File: src/rtl/noc_egress_deframer_pkg.sv
// Shared definitions for the NoC egress deframer.
// Holds the parser state encoding, the header field positions and a
// checksum helper used by the top level.
package noc_egress_deframer_pkg;

    typedef enum logic [1:0] {
        ST_HDR     = 2'd0,
        ST_PAYLOAD = 2'd1,
        ST_CSUM    = 2'd2
    } state_e;

    localparam int DEST_MSB = 7;
    localparam int DEST_LSB = 6;
    localparam int LEN_MSB  = 5;
    localparam int LEN_LSB  = 0;
    localparam int MAX_LEN  = 63;

    // The packet checksum is the plain byte sum of the payload, modulo 256.
    function automatic logic [7:0] csum_add(input logic [7:0] acc, input logic [7:0] b);
        return acc + b;
    endfunction

endpackage

File: src/rtl/egress_fifo.sv
// First-word-fall-through payload FIFO for the egress deframer.
// Ports:
//   clk, rst_n      clock and asynchronous active-low reset (flushes the FIFO)
//   push, push_data write one entry; ignored when full
//   pop             remove the head entry; ignored when empty
//   pop_data        current head entry, zero while empty
//   full, empty     occupancy flags
//   level           number of stored entries (0..DEPTH)
module egress_fifo #(
    parameter int DEPTH      = 4,
    parameter int DATA_WIDTH = 8
) (
    input  logic                     clk,
    input  logic                     rst_n,
    input  logic                     push,
    input  logic [DATA_WIDTH-1:0]    push_data,
    input  logic                     pop,
    output logic [DATA_WIDTH-1:0]    pop_data,
    output logic                     full,
    output logic                     empty,
    output logic [$clog2(DEPTH):0]   level
);

    localparam int AW = $clog2(DEPTH);

    logic [AW:0]           wr_ptr_q, wr_ptr_d;
    logic [AW:0]           rd_ptr_q, rd_ptr_d;
    logic [DATA_WIDTH-1:0] mem_q [DEPTH];
    logic                  do_push;
    logic                  do_pop;

    // Pointers carry one extra wrap bit: equal pointers mean empty, pointers
    // that differ only in the wrap bit mean full.
    assign empty   = (wr_ptr_q == rd_ptr_q);
    assign full    = (wr_ptr_q[AW] != rd_ptr_q[AW]) && (wr_ptr_q[AW-1:0] == rd_ptr_q[AW-1:0]);
    assign do_push = push && !full;
    assign do_pop  = pop && !empty;
    assign level   = wr_ptr_q - rd_ptr_q;

    // The head is shown combinationally so a pushed byte appears on the very
    // next cycle; it reads as zero while the FIFO holds nothing.
    assign pop_data = empty ? '0 : mem_q[rd_ptr_q[AW-1:0]];

    // Advance each pointer by one on an accepted push or pop.
    always_comb begin
        wr_ptr_d = wr_ptr_q + {{AW{1'b0}}, do_push};
        rd_ptr_d = rd_ptr_q + {{AW{1'b0}}, do_pop};
    end

    // Reset flushes the FIFO by realigning both pointers.
    always_ff @(posedge clk or negedge rst_n) begin
        if (!rst_n) begin
            wr_ptr_q <= '0;
            rd_ptr_q <= '0;
        end else begin
            wr_ptr_q <= wr_ptr_d;
            rd_ptr_q <= rd_ptr_d;
        end
    end

    // Storage needs no reset: stale entries are never visible because the
    // head output is gated by the empty flag.
    always_ff @(posedge clk) begin
        if (do_push) begin
            mem_q[wr_ptr_q[AW-1:0]] <= push_data;
        end
    end

endmodule

File: src/rtl/noc_egress_deframer.sv
// Egress end of the NoC byte stream. Parses header / payload / checksum
// packets, buffers payload of packets addressed to PORT_ID in a FWFT FIFO
// and silently consumes packets addressed elsewhere.
// Ports:
//   clk, rst_n                     clock, asynchronous active-low reset
//   in_data, in_valid, in_ready    byte stream from the last NoC switch
//   out_data, out_valid, out_ready payload stream towards the pins
//   clr_err                        synchronous clear of csum_err
//   pkt_done                       pulse on the checksum byte of a matching packet
//   csum_err                       sticky checksum mismatch flag
//   pkt_cnt                        matching packets completed, wrapping
//   fifo_level                     payload FIFO occupancy
module noc_egress_deframer
    import noc_egress_deframer_pkg::*;
#(
    parameter logic [1:0] PORT_ID    = 2'd0,
    parameter int         DEPTH      = 4,
    parameter int         DATA_WIDTH = 8
) (
    input  logic                   clk,
    input  logic                   rst_n,
    input  logic [DATA_WIDTH-1:0]  in_data,
    input  logic                   in_valid,
    output logic                   in_ready,
    output logic [DATA_WIDTH-1:0]  out_data,
    output logic                   out_valid,
    input  logic                   out_ready,
    input  logic                   clr_err,
    output logic                   pkt_done,
    output logic                   csum_err,
    output logic [7:0]             pkt_cnt,
    output logic [$clog2(DEPTH):0] fifo_level
);

    localparam int LW = LEN_MSB - LEN_LSB + 1;

    state_e          state_q, state_d;
    logic            match_q, match_d;
    logic [LW-1:0]   len_q, len_d;
    logic [LW-1:0]   cnt_q, cnt_d;
    logic [7:0]      sum_q, sum_d;
    logic [7:0]      pkt_cnt_q, pkt_cnt_d;
    logic            csum_err_q, csum_err_d;
    logic            xfer;
    logic            fifo_push;
    logic            fifo_full;
    logic            fifo_empty;

    egress_fifo #(
        .DEPTH      (DEPTH),
        .DATA_WIDTH (DATA_WIDTH)
    ) u_fifo (
        .clk       (clk),
        .rst_n     (rst_n),
        .push      (fifo_push),
        .push_data (in_data),
        .pop       (out_ready),
        .pop_data  (out_data),
        .full      (fifo_full),
        .empty     (fifo_empty),
        .level     (fifo_level)
    );

    // Only matching payload can stall the stream, and only on a FIFO that is
    // full before any same-cycle pop. Ready is held low throughout reset.
    always_comb begin
        in_ready = rst_n;
        if (state_q == ST_PAYLOAD && match_q && fifo_full) begin
            in_ready = 1'b0;
        end
    end

    assign xfer      = in_valid && in_ready;
    assign fifo_push = xfer && (state_q == ST_PAYLOAD) && match_q;
    assign pkt_done  = xfer && (state_q == ST_CSUM) && match_q;
    assign out_valid = !fifo_empty;
    assign csum_err  = csum_err_q;
    assign pkt_cnt   = pkt_cnt_q;

    // Packet parser. The error flag is cleared first so that a mismatch in
    // the same cycle as clr_err still leaves it set.
    always_comb begin
        state_d    = state_q;
        match_d    = match_q;
        len_d      = len_q;
        cnt_d      = cnt_q;
        sum_d      = sum_q;
        pkt_cnt_d  = pkt_cnt_q;
        csum_err_d = clr_err ? 1'b0 : csum_err_q;
        case (state_q)
            ST_HDR: begin
                if (xfer) begin
                    match_d = (in_data[DEST_MSB:DEST_LSB] == PORT_ID);
                    len_d   = in_data[LEN_MSB:LEN_LSB];
                    sum_d   = '0;
                    cnt_d   = '0;
                    state_d = (in_data[LEN_MSB:LEN_LSB] != '0) ? ST_PAYLOAD : ST_CSUM;
                end
            end
            ST_PAYLOAD: begin
                if (xfer) begin
                    sum_d = csum_add(sum_q, in_data);
                    cnt_d = cnt_q + 1'b1;
                    if (cnt_d == len_q) begin
                        state_d = ST_CSUM;
                    end
                end
            end
            ST_CSUM: begin
                if (xfer) begin
                    state_d = ST_HDR;
                    if (match_q) begin
                        pkt_cnt_d = pkt_cnt_q + 8'd1;
                        if (in_data != sum_q) begin
                            csum_err_d = 1'b1;
                        end
                    end
                end
            end
            default: begin
                state_d = ST_HDR;
            end
        endcase
    end

    // Parser state; a reset mid-packet drops the partial packet.
    always_ff @(posedge clk or negedge rst_n) begin
        if (!rst_n) begin
            state_q    <= ST_HDR;
            match_q    <= 1'b0;
            len_q      <= '0;
            cnt_q      <= '0;
            sum_q      <= '0;
            pkt_cnt_q  <= '0;
            csum_err_q <= 1'b0;
        end else begin
            state_q    <= state_d;
            match_q    <= match_d;
            len_q      <= len_d;
            cnt_q      <= cnt_d;
            sum_q      <= sum_d;
            pkt_cnt_q  <= pkt_cnt_d;
            csum_err_q <= csum_err_d;
        end
    end

endmodule
File: config.mk
export PLATFORM = sky130hd
export DESIGN_NAME = noc_egress_deframer
export DESIGN_NICKNAME = d
export VERILOG_FILES = /design/src/rtl/noc_egress_deframer_pkg.sv /design/src/rtl/egress_fifo.sv /design/src/rtl/noc_egress_deframer.sv
export SDC_FILE = /design/constraint.sdc
export NUM_CORES = 1
export LEC_CHECK = 0
export CORE_MARGIN = 8
export CORE_UTILIZATION = 30
export CTS_CLUSTER_DIAMETER = 200
export CTS_CLUSTER_SIZE = 25
export DETAILED_ROUTE_END_ITERATION = 8
export PLACE_DENSITY = 0.5
export SYNTH_ARGS = -nofsm -noshare
export SYNTH_HDL_FRONTEND = slang
export SYNTH_SLANG_ARGS = --single-unit
File: constraint.sdc
create_clock -name clk -period 2.7 [get_ports clk]
set_input_delay 0.54 -clock clk [delete_from_list [all_inputs] [get_ports clk]]
set_output_delay 0.54 -clock clk [all_outputs]
set_load 0.02 [all_outputs]
==> flow_summary.yaml, run 1 <==
yosys:
  synthFlopType: "dfrtp_1"
  seq_area_frac_synth: 0.5611
  synth.top_cells.by_count: "dfrtp_1 (38), edfxtp_1 (32), nand2_1 (19), ha_1 (15)"
  syn-num-nets: 291
  synth_edf_count: 32
  synthTopCellsByArea: "edfxtp_1 (28%), dfrtp_1 (28%), ha_1 (5.5%), mux4_2 (5.3%), xnor2_1 (3.6%)"
  synth_top_family_by_area: "simple AND/OR/NAND/NOR gates"
  synthSimpleGateAreaFrac: 0.1127
  syn_area_mm2: 0.003407
  synth_xor_area_frac: 0.07161
  yosys_warnings: 0
  async_reset_ff_frac: 0.5429
  synthAdderAreaFrac: 0.06684
  syn_inst: 261
  synth_most_common_cell: "dfrtp_1"
  syn_area_per_cell_um2: 13.05
  synth_compound_area_frac: 0.08593
  yosysTopAreaCell: "edfxtp_1"
  yosys_register_bits: 70
  synth.top_cell.area_share: 0.2820
  synth.area.mux_share: 0.07896
  ys_types: 42
sta:
  maxSlewViolCount: 0
  max_freq_ghz: 0.3857
  slew_headroom: 0.4249
  hold_violations: 0
  finalSetupViolations: 0
  final.min_clock_period_ps: 2593
  fin_crit_sh: 0.9603
  finClkSkew_ps: 6.449
  rsz0062_at_grt: "false"
  worst_pin_slew_ps: 861.3
  hold_ws_ps: 196.8
final_layout:
  final_nets: 354
  n_antenna_cell: 0
  fillers: 1080
  multi_input_area_mm2: 0.001429
  syn2layout_area_growth_pct: 30.04
  register_area_mm2: 0.001913
  drive_gt1_frac: 0.2006
power_and_ir_drop:
  finalPower_uw: 4778
  leakage_uw: 0.001849
  power.density_mw_per_mm2: 1078
  ir_worst_vdd_uv: 556.0
cts:
  cts_buffers: 9
  cts_root_buf: "clkbuf_16"
  cts_sinks: 70
  clk_pin_slew_ps: 60
  cts_hold_buffers: 0
  cts_buffer_depth: 2
  htreeDepth: 3
  post-cts-setup-buffer-count: 0
  clk_latency_ps: 330
  cts_tree: "built"
grt:
  grt_pass1_vias: 2324
  antenna_found_initial: 0
  grt_max_degree: 31
  grt-ovfl-total: 0
  grt_pass1_wl_mm: 12.50
  track_usage: 0.1096
floorplan:
  initial_utilization: 0.3023
  chipHeight_um: 122.6
  die_area_mm2: 0.01502
  num_rows: 39
  io_pins: 36
  core-area_mm2: 0.01127
  die_w_um: 122.6
worst_setup_path:
  arrival_ps: 2050
  critPathKind: "reg -> out"
  crit_required_ps: 2160
  crit_fanout: 3
  reg2reg_slack_ps: 480
  start_kind: "register"
  end_kind: "output port"
placed_design:
  port-buffer-count: 35
  place_congestion: 0.7443
  dp_hpwl_mm: 5.681
routing:
  vias_per_cell: 4.761
  wire_per_inst_um: 16.02
  remaining_drc_errors: 0
  num_vias: 2247
  drt_first_pass_iters: 4
  ant_nets: 0
  drt_iter0_markers: 69
  wl_mm: 7.562
job:
  maxCapViolCount: 0
min_path:
  hp-class: "in -> async"
run_status:
  status: "finished clean"
[cell families (layout without fill, tap and decap cells)]
kind of cell,after synthesis,count (layout)
AO/OA/AOI/OAI,41,41
XOR/XNOR,27,27
adder cells (fa/ha/maj),17,17
buffers and inverters,18,86
flip-flops,70,70
multiplexers,16,16
AND/OR/NAND/NOR,72,72
[critical path, cell delays in order (launching register included)]
cell	delay (ps)
dfrtp_1	360
inv_1	70
ha_1	200
fa_1	430
inv_1	60
clkdlybuf4s50_1	600
[layer usage]
layer	global-route usage	vias up	wire, um
li1	-	1090	-
met1	0.1390	1104	3568
met2	0.1763	39	3524
met3	0.02438	14	333
met4	0.04874	0	136
met5	0	-	0
[placed cells by master, fill, tap and decap left out, types with 8 or more instances in the layout]
master | synthesis | layout
nor2_1 | 10 | 10
o21ai_0 | 14 | 14
buf_4 | 0 | 23
clkbuf_16 | 0 | 9
nor2b_1 | 13 | 13
xor2_1 | 12 | 12
mux4_2 | 8 | 8
clkdlybuf4s50_1 | 0 | 24
ha_1 | 15 | 15
dfrtp_1 | 38 | 37
nand2_1 | 19 | 19
inv_1 | 12 | 12
edfxtp_1 | 32 | 32
xnor2_1 | 14 | 14
[per-stage QoR]
stage	worst slack (ps)	setup TNS (ps)	util	std cells	area, um^2
6_report	107.1	0	0.3931	472	4431
5_1_grt	34.98	0	0.3931	472	4431
4_1_cts	0.2907	0	0.3913	472	4410
3_5_place_dp	-133.3	-133.3	0.3612	456	4071
3_3_place_gp	-138.7	-138.7	0.3612	456	4071
2_1_floorplan	204.0	0	-	261	3407
[where the power goes]
group	switching [uW]	internal, uW	total (uW)
combinational	975	908	1880
sequential	211	1320	1530
clock	459	905	1360
[cell type report]
type	count	share of cell area
Clock buffer	9	0.05083
Clock inverter	7	0.02768
Inverter	12	0.01017
Multi-Input combinational cell	173	0.3225
Sequential cell	70	0.4318
Tap cell	143	0.04038
Timing Repair Buffer	58	0.1166
[repair_timing]
action / in CTS / in global routing
cloned: 0 / 0
setup endpoints to repair: 7 / 4
resized for setup: 7 / 5
endpoints found under the hold margin: 0 / 0
[flip-flops by register name, summed over array words and instances (netlist names), 2 cells and up]
signal / cells
cnt_q: 6
len_q: 6
pkt_cnt: 8
state_q: 2
sum_q: 8
u_fifo.mem_q: 32
u_fifo.rd_ptr_q: 3
u_fifo.wr_ptr_q: 3
[worst paths after layout]
path / from / end / cells after the start
setup reg to reg: u_fifo.wr_ptr_q[0]$_DFF_PN0_ / u_fifo.mem_q[2][6]$_DFFE_PP_ / 7
setup / recovery: u_fifo.wr_ptr_q[0]$_DFF_PN0_ / fifo_level[1] / 5
min in group clk: pkt_cnt[7]$_DFFE_PN0P_ / pkt_cnt[7]$_DFFE_PN0P_ / 1
max in group asynchronous: rst_n / state_q[0]$_DFFE_PN0P_ / 2
hold / removal: rst_n / pkt_cnt[7]$_DFFE_PN0P_ / 2
hold reg to reg: pkt_cnt[7]$_DFFE_PN0P_ / pkt_cnt[7]$_DFFE_PN0P_ / 1
Power figures use the tool's default switching activity.
==> inputs of run 2 (changes only) <==
- ABC_AREA: default -> 1
- PLACE_DENSITY: 0.5 -> 0.49
==> run 2 against run 1 <==
Effect of this change:
- design area rose by 2.2%
- critical path depth grew 2
- cell count is 28% higher
- clock power decreased by 19%
- utilization fell by 1.1 points
- highest routed layer unchanged
==> flow_summary.yaml, run 2 <==
cts:
  cts_tree: "built"
  cts_root_buf: "clkbuf_16"
  clk_pin_slew_ps: 60
  cts_buffer_depth: 2
  cts_buffers: 9
  cts_sinks: 70
  htreeDepth: 3
  cts_hold_buffers: 0
  clk_latency_ps: 330
  post-cts-setup-buffer-count: 0
yosys:
  async_reset_ff_frac: 0.5429
  syn-num-nets: 422
  synthTopCellsByArea: "edfxtp_1 (27%), dfrtp_1 (26%), nand2_1 (7.8%), ha_1 (5.2%), nor2_1 (5.0%)"
  synthFlopType: "dfrtp_1"
  syn_area_per_cell_um2: 9.208
  seq_area_frac_synth: 0.5296
  syn_inst: 392
  synth.top_cell.area_share: 0.2662
  syn_area_mm2: 0.003610
  ys_types: 37
  yosys_register_bits: 70
  synth_edf_count: 32
  synth_most_common_cell: "nand2_1"
  yosys_warnings: 0
  synth.top_cells.by_count: "nand2_1 (75), nor2_1 (48), inv_1 (44), dfrtp_1 (38), edfxtp_1 (32)"
  yosysTopAreaCell: "edfxtp_1"
placed_design:
  place_area_mm2: 0.004255
  place_congestion: 0.7964
  dp_hpwl_mm: 6.264
  port-buffer-count: 35
sta:
  fin_crit_sh: 0.9135
  hold_ws_ps: 77.22
  finClkSkew_ps: 6.857
  finalSetupViolations: 0
  slew_headroom: 0.7017
  worst_pin_slew_ps: 447.4
  max_freq_ghz: 0.4054
  hold_violations: 0
  maxSlewViolCount: 0
  rsz0062_at_grt: "false"
  final.min_clock_period_ps: 2466
power_and_ir_drop:
  comb_power_share: 0.433
  p_switching_uw: 1850
  leakage_uw: 0.002058
  ir_worst_vdd_uv: 324.8
  power.density_mw_per_mm2: 1007
  p_int_uw: 2709
  p_seq_frac: 0.326
  finalPower_uw: 4559
  clock_power_share: 0.240
  sw_frac_of_total: 0.4058
worst_setup_path:
  critPathKind: "reg -> out"
  rr_worst_depth: 11
  crit_fanout: 10
  start_kind: "register"
  end_kind: "output port"
  arrival_ps: 1930
  rr_endpoint: "u_fifo.mem_q[2][5]$_DFFE_PP_"
  reg2reg_slack_ps: 520
  crit_required_ps: 2160
  r2r_start: "u_fifo.wr_ptr_q[0]$_DFF_PN0_"
final_layout:
  largest_reg_flops: 32
  syn2layout_area_growth_pct: 25.48
  fillers: 1192
  final_cell_mix: "nand2_1 (75), nor2_1 (48), inv_1 (44)"
  drive_gt1_frac: 0.1291
  final_nets: 482
  final_cell_area_mm2: 0.004529
  n_antenna_cell: 0
  final_common_cell: "nand2_1"
routing:
  remaining_drc_errors: 0
  drt_first_pass_iters: 4
  vias_per_cell: 4.609
  wire_per_inst_um: 14.53
  wl_mm: 8.774
  drt_iter0_markers: 132
  num_vias: 2784
  ant_nets: 0
run_status:
  status: "finished clean"
grt:
  track_usage: 0.1175
  grt_max_degree: 33
  antenna_found_initial: 0
  grt-ovfl-total: 0
  grt_pass1_wl_mm: 14.71
  grt_pass1_vias: 2917
floorplan:
  num_rows: 40
  die_area_mm2: 0.01580
  core-area_mm2: 0.01186
  initial_utilization: 0.3043
  chipHeight_um: 125.7
  die_w_um: 125.7
  io_pins: 36
job:
  maxCapViolCount: 0
min_path:
  hp-class: "in -> async"
[run 2: cell types whose count changed in the layout (fill, tap and decap cells not counted), sizes merged, moves of 8 or more]
cell	delta
nand2	+58
nor2	+40
inv	+39
o21ai	+28
nand3	+17
nor2b	-13
xnor2	-12
a21oi	+9
mux4	-8
[run 2: power groups by stage]
stage	Combinational, uW	Clock (uW)	Sequential (uW)
after floorplan	1280	0	1500
after global placement	2090	0	1500
after detailed placement	2090	0	1500
after CTS	2030	1130	1490
after global routing	2230	1180	1520
final	1980	1100	1490
[run 2: critical path, stage by stage, from the launching register on]
cell and delay, ps:
dfrtp_1 380, inv_1 90, ha_1 290, nand2_1 90
nor2_1 50, buf_4 170, a21oi_1 160, dlygate4sd2_1 360
[run 2: worst max-delay path by stage]
stage	startpoint	slack, ps	end
after floorplan	u_fifo.rd_ptr_q[1]$_DFF_PN0_	-10	u_fifo.mem_q[0][0]$_DFFE_PP_
after global placement	in_valid	160	pkt_done
after detailed placement	in_valid	170	pkt_done
after CTS	u_fifo.wr_ptr_q[0]$_DFF_PN0_	0.2	out_data[7]
after global routing	u_fifo.wr_ptr_q[0]$_DFF_PN0_	100	out_data[1]
final	u_fifo.wr_ptr_q[0]$_DFF_PN0_	230	out_data[1]
[run 2: kinds of logic (layout without fill, tap and decap cells)]
kind of cell,count (synthesis),count (layout),synth area share
compound gates,65,65,0.1019
buf+inv,60,125,0.06690
fa+ha+maj,17,17,0.06309
xor+xnor,13,13,0.03154
flops,70,70,0.5296
simple gates,167,167,0.2069
[run 2: layout make-up]
type	count	area [um^2]	share of cell area
Sequential cell	70	1912	0.4221
Timing Repair Buffer	56	501.7	0.1108
Multi-Input combinational cell	262	1456	0.3215
Tap cell	147	183.9	0.04061
Clock inverter	7	50.05	0.01105
Inverter	53	200.2	0.04420
Clock buffer	9	225.2	0.04972
[run 2: per-layer routing]
metal	global-route usage	wire, um
met5	0	0
met4	0.03152	115
met3	0.04219	497
met2	0.1971	4071
met1	0.1392	4090
[run 2: repair_timing]
action,in CTS,in global routing
pin swaps,0,0
setup endpoints to repair,8,6
resized for setup,8,7
[run 2: per-stage QoR]
| step | setup slack, ps | cells | util | setup TNS (ps) |
|---|---|---|---|---|
| CTS | 0.1603 | 604 | 0.3811 | 0 |
| detailed placement | 168.6 | 588 | 0.3588 | 0 |
| floorplan | -11.37 | 392 | - | -363.2 |
| global placement | 164.7 | 588 | 0.3588 | 0 |
| finish | 233.5 | 604 | 0.3819 | 0 |
| global route | 100.2 | 604 | 0.3819 | 0 |
==> RTL change: new RTL, settings of run 2 <==
Change the package constant `DEST_LSB` from 6 to 5.
--- a/src/rtl/noc_egress_deframer_pkg.sv
+++ b/src/rtl/noc_egress_deframer_pkg.sv
@@ -10,7 +10,7 @@
     } state_e;
 
     localparam int DEST_MSB = 7;
-    localparam int DEST_LSB = 6;
+    localparam int DEST_LSB = 5;
     localparam int LEN_MSB  = 5;
     localparam int LEN_LSB  = 0;
     localparam int MAX_LEN  = 63;
Function: changed (Yosys sat finds a counterexample within 4 cycles, from zero or initial values and one cycle with rst_n low).
==> RTL change against run 2 <==
- setup slack lost 79 ps
- synthesized area up 0.21%
- cell area up 0.64%
- clock power grew 16%
- sequential cell count did not move
- critical path type unchanged
- die area up 0.18%
- clock skew is 2.4 ps higher
- power fell by 0.28%
- critical endpoint is now pkt_done
- routed wire length fell by 0.19%
==> RTL change: results (changes against run 2) <==
drt total wl 8760 µm (-0.19%); EDFF count, synth 32 (unchanged); CP Max Fanout 4 (-6); NetSw 1.75 mW (-5.6%); placed cell area 4240 µm² (-0.26%); syn avg cell area 9.27 µm² (+0.72%); Setup Buffers After CTS 0 (unchanged); Comb pwr share 40.4% (-2.9 points); FF-to-FF End u_fifo.mem_q[1][6]; Final HPWL DP 6240 µm (-0.38%); Final nets 478 (-0.83%); setup ws final 154 ps (-79.2 ps); CTS resizes 11 (+3); total nets after synthesis 420 (-0.47%); seq pwr 1.43 mW (-4%); Post-synth top cells nand2_1 (67), nor2_1 (51), inv_1 (46); CTS HTree Levels 3 (unchanged); CP delay by family, top buffers and inverters; status completed; Net Sw Frac 38.4% (-2.2 points); Yosys Warn Count 0 (unchanged); Root Driver clkbuf_16; CTS Buffer Depth 2 (unchanged); Tightest Pin Transition 454 ps (+6.24 ps); max incr delay on CP 390 ps; Starting DRT DRC Count 113 (-14%); Leak 2.06 nW (-0.13%); layout cells sized above 1 12.8% (-0.11 points); global-route wire length before repair 14700 µm (about the same); Critical Path End pkt_done; HP Class primary input to asynchronous set/reset pin; R2R Setup Slk 530 ps; max reg flops 32 (unchanged); placed cells 584 (-0.68%); all-layer global routing usage 11.7% (-0.020 points); VDD IR-drop max 0.000292 V (-10%); largest net degree at the start of global routing 30 (-9.1%); vias in the first global route 2834 (-2.8%); initial antenna violation count 0 (unchanged); highest-delay cell along the critical path dfrtp_1; vias per cell 4.67 (+1.3%); hold_ws 220 ps (+142 ps); post-synthesis sequential area ratio 52.9% (-0.11 points); Final Non-Filler Cells 600 (-0.66%); Post-synth ARST share 54.3% (unchanged); register area 1910 µm² (unchanged); worst clock skew 9.25 ps (+2.39 ps); R2R depth 11 (unchanged); Netlist cell types 39 (+5.4%); FILL cells 1179 (-1.1%); GP Congestion 0.801 (+0.59%); Pre-antenna DRT Iters 4 (unchanged); Arrival @ worst endpoint 2010 ps (+80 ps); most common cell after layout, fill and taps aside nand2_1; top cells by area, synth edfxtp_1 (27%), dfrtp_1 (26%), nand2_1 (7.0%); dpl ws 125 ps (-43.9 ps); Top FF cell, synth dfrtp_1
[RTL change: area by class of cell]
| class | count | share of cell area [%] |
|---|---|---|
| Clock buffer | 10 | 5.02 |
| Timing Repair Buffer | 55 | 10.7 |
| Clock inverter | 6 | 2.06 |
| Inverter | 52 | 4.28 |
| Multi-Input combinational cell | 260 | 32.0 |
| Sequential cell | 70 | 41.9 |
| Tap cell | 147 | 4.04 |
[RTL change: logic make-up (layout without fill, tap and decap cells)]
group	after synthesis	after routing	share of synthesized area (%)
xor gates and xnor gates	13	13	3.15
DFF	70	70	52.9
adders and majority gates	17	17	6.30
and+or+nand+nor	163	163	20.1
buffers and inverters	60	123	6.85
AOI/OAI and AO/OA	67	67	10.8
[RTL change: routing by layer]
layer  vias up  part of all wire [%]  global-route usage, %
met2        61                    47                   19.3
met4         0                   1.7                   4.53
met3        13                   4.5                   3.04
li1       1416                     -                      -
met1      1312                    47                   14.5
met5         -                     0                      0
